**src/rtl/pc_fetch_unit.sv**
```systemverilog
// Program counter and instruction-fetch stage: one word read per instruction, {pc, instr} to decode.
// Optional performance counters are enabled by defining FETCH_PERF_CNT_EN.
module pc_fetch_unit #(
    parameter int WIDTH = 32,
    parameter logic [WIDTH-1:0] RESET_PC = 32'h0000_0000
) (
    input  logic             clk,
    input  logic             rst,
    input  logic [WIDTH-1:0] i_next_address,
    input  logic             i_flush,
    input  logic [WIDTH-1:0] i_flush_address,
    output logic             o_imem_req,
    output logic [WIDTH-1:0] o_imem_addr,
    input  logic             i_imem_rvalid,
    input  logic [WIDTH-1:0] i_imem_rdata,
    output logic [WIDTH-1:0] o_pc,
    output logic [WIDTH-1:0] o_instr,
    output logic             o_valid,
    input  logic             i_ready,
    output logic [31:0]      o_fetch_count,
    output logic [31:0]      o_flush_count
);

    typedef enum logic [1:0] {
        S_ISSUE = 2'd0,
        S_WAIT  = 2'd1,
        S_HOLD  = 2'd2,
        S_DROP  = 2'd3
    } state_t;

    localparam logic [WIDTH-1:0] NOP = WIDTH'(32'h0000_0013);

    state_t           state_q;
    logic [WIDTH-1:0] pc_q;
    logic [WIDTH-1:0] instr_q;
    logic             valid_q;
    logic             handshake;

    assign handshake   = (state_q == S_HOLD) && i_ready;
    assign o_imem_req  = (state_q == S_ISSUE);
    assign o_imem_addr = {2'b00, pc_q[WIDTH-1:2]};
    assign o_pc        = pc_q;
    assign o_instr     = instr_q;
    assign o_valid     = valid_q;

    always_ff @(posedge clk or posedge rst) begin
        if (rst) begin
            state_q <= S_ISSUE;
            pc_q    <= RESET_PC;
            instr_q <= NOP;
            valid_q <= 1'b0;
        end else if (i_flush) begin
            pc_q    <= i_flush_address;
            valid_q <= 1'b0;
            // A response landing with the flush drains the only outstanding read,
            // so there is nothing left to drop and fetching can restart.
            case (state_q)
                S_ISSUE: state_q <= S_DROP;
                S_WAIT:  state_q <= i_imem_rvalid ? S_ISSUE : S_DROP;
                S_HOLD:  state_q <= S_ISSUE;
                S_DROP:  state_q <= i_imem_rvalid ? S_ISSUE : S_DROP;
                default: state_q <= S_ISSUE;
            endcase
        end else begin
            case (state_q)
                S_ISSUE: state_q <= S_WAIT;
                S_WAIT: begin
                    if (i_imem_rvalid) begin
                        instr_q <= i_imem_rdata;
                        valid_q <= 1'b1;
                        state_q <= S_HOLD;
                    end
                end
                S_HOLD: begin
                    if (i_ready) begin
                        pc_q    <= i_next_address;
                        valid_q <= 1'b0;
                        state_q <= S_ISSUE;
                    end
                end
                S_DROP: begin
                    if (i_imem_rvalid) begin
                        state_q <= S_ISSUE;
                    end
                end
                default: state_q <= S_ISSUE;
            endcase
        end
    end

`ifdef FETCH_PERF_CNT_EN
    logic [31:0] fetch_cnt_q, fetch_cnt_d;
    logic [31:0] flush_cnt_q, flush_cnt_d;

    // Handshakes count even when a flush lands in the same cycle.
    always_comb begin
        fetch_cnt_d = fetch_cnt_q;
        flush_cnt_d = flush_cnt_q;
        if (handshake) fetch_cnt_d = fetch_cnt_q + 32'd1;
        if (i_flush)   flush_cnt_d = flush_cnt_q + 32'd1;
    end

    always_ff @(posedge clk or posedge rst) begin
        if (rst) begin
            fetch_cnt_q <= 32'd0;
            flush_cnt_q <= 32'd0;
        end else begin
            fetch_cnt_q <= fetch_cnt_d;
            flush_cnt_q <= flush_cnt_d;
        end
    end

    assign o_fetch_count = fetch_cnt_q;
    assign o_flush_count = flush_cnt_q;
`else
    logic unused_handshake;
    assign unused_handshake = handshake;
    assign o_fetch_count    = 32'd0;
    assign o_flush_count    = 32'd0;
`endif

endmodule
```
**config.mk**
```make
export PLATFORM = sky130hd
export DESIGN_NAME = pc_fetch_unit
export DESIGN_NICKNAME = d
export VERILOG_FILES = /design/src/rtl/pc_fetch_unit.sv
export SDC_FILE = /design/constraint.sdc
export NUM_CORES = 1
export LEC_CHECK = 0
export CORE_MARGIN = 4
export CORE_UTILIZATION = 35
export DETAILED_ROUTE_END_ITERATION = 8
export GPL_TIMING_DRIVEN = 0
export HOLD_SLACK_MARGIN = 0.1
export PLACE_DENSITY = 0.81
export RECOVER_POWER = 100
export SLEW_MARGIN = 5
export SYNTH_ARGS = -nofsm -noshare
export SYNTH_HDL_FRONTEND = slang
export SYNTH_SLANG_ARGS = --single-unit
```
**constraint.sdc**
```tcl
create_clock -name clk -period 3.05 [get_ports clk]
set_input_delay 0.61 -clock clk [delete_from_list [all_inputs] [get_ports clk]]
set_output_delay 0.61 -clock clk [all_outputs]
set_load 0.005 [all_outputs]
```
* Yosys cells after proc, flatten, opt, wreduce, memory -nomap -nowiden
Cells that the tools add are included.
Widths: inputs -> output; s select.
** Word-level totals
- Logic and storage cells :: 34
- Register bits :: 67
- Input bits :: 101
- Output and inout port bits :: 162
** Operators by class
- Multiplexer cells :: 14
- Bitwise operators :: 1
- Reductions and logical operators :: 9
- Equal/unequal tests :: 6
** Operators by type and width (number)
- $mux 32 :: 3
- $mux 2 :: 5
- $ne 3x3->1 const B :: 3
- $reduce_and 3->1 :: 3
- $pmux 2 s4 :: 1
- $pmux 2 s3 :: 1
- $eq 2x2->1 const B :: 2
- $reduce_bool 2->1 :: 2
- $mux 1 :: 3
- $reduce_bool 3->1 :: 1
- $eq 2x1->1 const B :: 1
- $logic_not 2->1 :: 1
- $pmux 1 s2 :: 1
- $reduce_and 2->1 :: 1
- $reduce_or 2->1 :: 1
- $not 1->1 :: 1

* Logic depth before layout (Yosys ltp)
- Depth in word-level cells :: 4
- Mapped depth :: 5

* Worst setup path after synthesis
OpenSTA, ideal clock, no wires.
- Kind :: in2reg
- From :: input i_flush
- To :: register pc_q[10], in the netlist o_pc[10]
- Data required time :: 2.925 ns
- Arrival :: 1.623 ns
- Slack :: 1.302 ns
- Setup time :: 0.125 ns
- Stages :: 4
- Path buffers :: 2
- Path through :: buf_2 buf_2 mux2_2 mux2_2
** Between the ends
- Longest elaborated chain between the ends :: 2
** Ends and longest elaborated chain
- start, declared :: line 10 : input logic i_flush,
- $reduce_bool 2->1 (no line)
- $reduce_and 2->1 (no line)
- end signal, assigned :: line 53 : pc_q <= i_flush_address;
- end signal, assigned :: line 76 : pc_q <= i_next_address;
- end, declared :: line 34 : logic [WIDTH-1:0] pc_q;
Several ways; a longest one is shown, not always the timed one.
A chain may end at the register's enable or synchronous reset.

* Worst setup path in the final report
- From :: input i_flush
- To :: register pc_q[30], in the netlist o_pc[30]
The elaborated chain is that of the path after synthesis.

==> impl_metrics.yaml <==
run:
  max_cap_viol_count: 0
worst_setup_path:
  path_cells: "clkdlybuf4s50_1 > clkbuf_1 > clkbuf_1 > mux2_2 > mux2_2"
  worstPathMaxFanout: 10
  worstPathArrival_ns: 2.71
  worst-setup-path-type: "in2reg"
  r2r-end: "o_instr[28]"
  cp-endpoint: "o_pc[30]"
  critPathLaunch: "i_flush"
  critPathSlowestCell: "clkdlybuf4s50_1"
  r2r-start: "state_q[1]"
  cp-end-kind: "register"
  required_ns: 3.27
  cpPeakStageDelay_ns: 0.50
  r2r_cells: 4
  r2r_slack_ns: 1.11
  critPathLaunchType: "primary input"
floorplan:
  die_area_mm2: 0.0122
  row_count: 37
  io_pins: 263
  core-area_mm2: 0.0103
  die_w_um: 110
  die_h_um: 110
  start_util: 0.358
synth:
  seq_area_frac_synth: 0.457
  yosysTopAreaCell: "dfrtp_1"
  ys_types: 18
  yosys_warnings: 0
  synth_area_mm2: 0.00367
  netlist.area_leader.share: 0.436
  syn_avg_cell_area_um2: 12.8
  postSynthCellCount: 287
  ys_seq_elements: 67
  synth.area.top_cells: "dfrtp_1, mux2_2, buf_4"
power_and_ir_drop:
  clkPwrFrac: 0.178
  p_per_area_mw_per_mm2: 592
  ir_drop_mv: 0.409
  power.internal_w: 0.00262
  switchingPower_w: 0.00105
  sequentialPowerShare: 0.385
  p_leak_nw: 2.84
  combPwrFrac: 0.437
  swShare: 0.285
cts:
  post_cts_buffers: 0
  numCtsBuffers: 9
  clk_pin_slew_worst_paths_ns: 0.08
  h-tree-depth: 3
  postCtsHoldBufs: 0
  root_buffer: "clkbuf_8"
  cts_resized: 0
  clk_latency_ns: 0.34
  cts.sinks: 67
  clock_path_buffers: 2
  cts_tree: "yes"
global_routing:
  grt_pass1_wl_um: 16100
  grt_max_degree: 68
  antenna_found_initial: 0
  grt_util_all_layers: 0.165
  grt-ovfl-total: 0
  grt_pass1_vias: 3151
finish:
  final_util: 0.603
  drive_gt1_frac: 0.383
  diodes: 0
  fill_cells: 855
  fin_nets: 660
  syn2layout_area_growth_pct: 68.6
route:
  first_pass_iters: 3
  first_iter_violations: 30
  ant_nets: 0
  drc: 0
  num_vias: 2841
  routed_via_density: 4.06
  routedWlPerCell_um: 14.4
  drt-total-wl_um: 10100
timing:
  slew_headroom: 0.0748
  timing.hold.ws_ns: 0.505
  worst_pin_slew_ns: 1.39
  maxSlewViolCount: 0
  min_period_ns: 2.49
  final_hold_viol_count: 0
  fin_crit_sh: 0.817
  max_freq_mhz: 401
  setup_violations: 0
  fin_skew_ns: 0.0104
  rsz0062_at_grt: "no"
place:
  portBuffers: 196
  place_hpwl_um: 8170
  gp_congestion: 0.744
status:
  status: "complete, no violations"
min_path:
  hp-class: "reg2reg"
==> sequential cells by signal, indices dropped and copies added (netlist names) <==
register,cells
o_instr,32
o_pc,32
o_valid,1
state_q,2
==> worst max-delay path, delay by kind of cell <==
kind                   cells  cell delay, ns
muxes                      2            0.66
buffers and inverters      3            1.44
==> power groups by stage <==
stage          Sequential, W  Clock, W  Combinational (W)
6_report             0.00141  0.000652            0.00160
5_1_grt              0.00147  0.000732            0.00175
4_1_cts              0.00144  0.000684            0.00180
3_5_place_dp         0.00145         0            0.00179
3_3_place_gp         0.00143         0            0.00176
2_1_floorplan        0.00145         0           0.000689
==> worst min-delay path by stage <==
| stage | from | to | slack (ns) | cells after the start |
|---|---|---|---|---|
| after floorplan | state_q[0] | state_q[0] | 0.49 | 1 |
| after global placement | o_instr[12] | o_instr[12] | 0.49 | 1 |
| after detailed placement | o_instr[8] | o_instr[8] | 0.49 | 1 |
| after CTS | o_instr[8] | o_instr[8] | 0.51 | 1 |
| after global routing | o_instr[14] | o_instr[14] | 0.52 | 1 |
| final | o_instr[8] | o_instr[8] | 0.50 | 1 |
==> layer usage <==
| layer | GRT usage | vias up | routed length (um) | share of wire |
|---|---|---|---|---|
| met3 | 0.0899 | 14 | 1340 | 0.13 |
| met5 | 0 | - | 0 | 0 |
| li1 | - | 1348 | - | - |
| met1 | 0.161 | 1317 | 3310 | 0.33 |
| met4 | 0.0665 | 0 | 202 | 0.020 |
| met2 | 0.290 | 162 | 5200 | 0.52 |
==> cells by family (layout without fill, tap and decap cells) <==
family          count (synthesis)  after routing  share of synthesized area
simple gates                    8              8                     0.0146
other cells                     1             66                    0.00102
mux                            97             97                      0.297
flops                          67             67                      0.457
xor+xnor                        1              1                    0.00238
buf+inv                       108            320                      0.219
compound gates                  5              5                    0.00885
==> cells in the mapped netlist (all sizes together) <==
cell and count:
buf 106, mux2 96, dfrtp 64, dfstp 3
o21ai 3, inv 2, nand2 2, nor2 2
nor2b 2, nor3b 2, a21oi 1, a31oi 1
conb 1, mux2i 1, xor2 1
==> layout by cell type, fill, tap and decap left out, drive strengths merged <==
master         netlist  final
a21oi                1      1
nor2                 2      2
dfrtp               64     64
nor3b                2      2
mux2                96     96
clkbuf               0     16
inv                  2      2
dlygate4sd3          0     96
clkinvlp             0      1
mux2i                1      1
a31oi                1      1
nand2                2      2
clkinv               0      5
xor2                 1      1
buf                106    100
clkdlybuf4s50        0    100
o21ai                3      3
nor2b                2      2
conb                 1     66
dfstp                3      3
==> metrics by stage <==
step / TNS (ns) / instances / cell area, um^2 / power [W] / setup slack [ns]
3_5_place_dp: 0 / 684 / 6050 / 0.00324 / 0.525
3_3_place_gp: -26.62 / 684 / 6050 / 0.00319 / -0.421
5_1_grt: 0 / 700 / 6200 / 0.00395 / 0.454
2_1_floorplan: 0 / 352 / 3920 / 0.00214 / 0.762
6_report: 0 / 700 / 6200 / 0.00367 / 0.559
4_1_cts: 0 / 700 / 6220 / 0.00392 / 0.907
==> area by class of cell <==
cell class                      count  area (um^2)  share of cell area
Clock inverter                      6         43.8             0.00707
Multi-Input combinational cell    177         1430               0.231
Buffer                            106          772               0.125
Inverter                            2         7.51             0.00121
Sequential cell                    67         1680               0.271
Tap cell                          136          170              0.0275
Timing Repair Buffer              196         1960               0.317
Clock buffer                       10          128              0.0206
(Power assumes the default switching activity.)
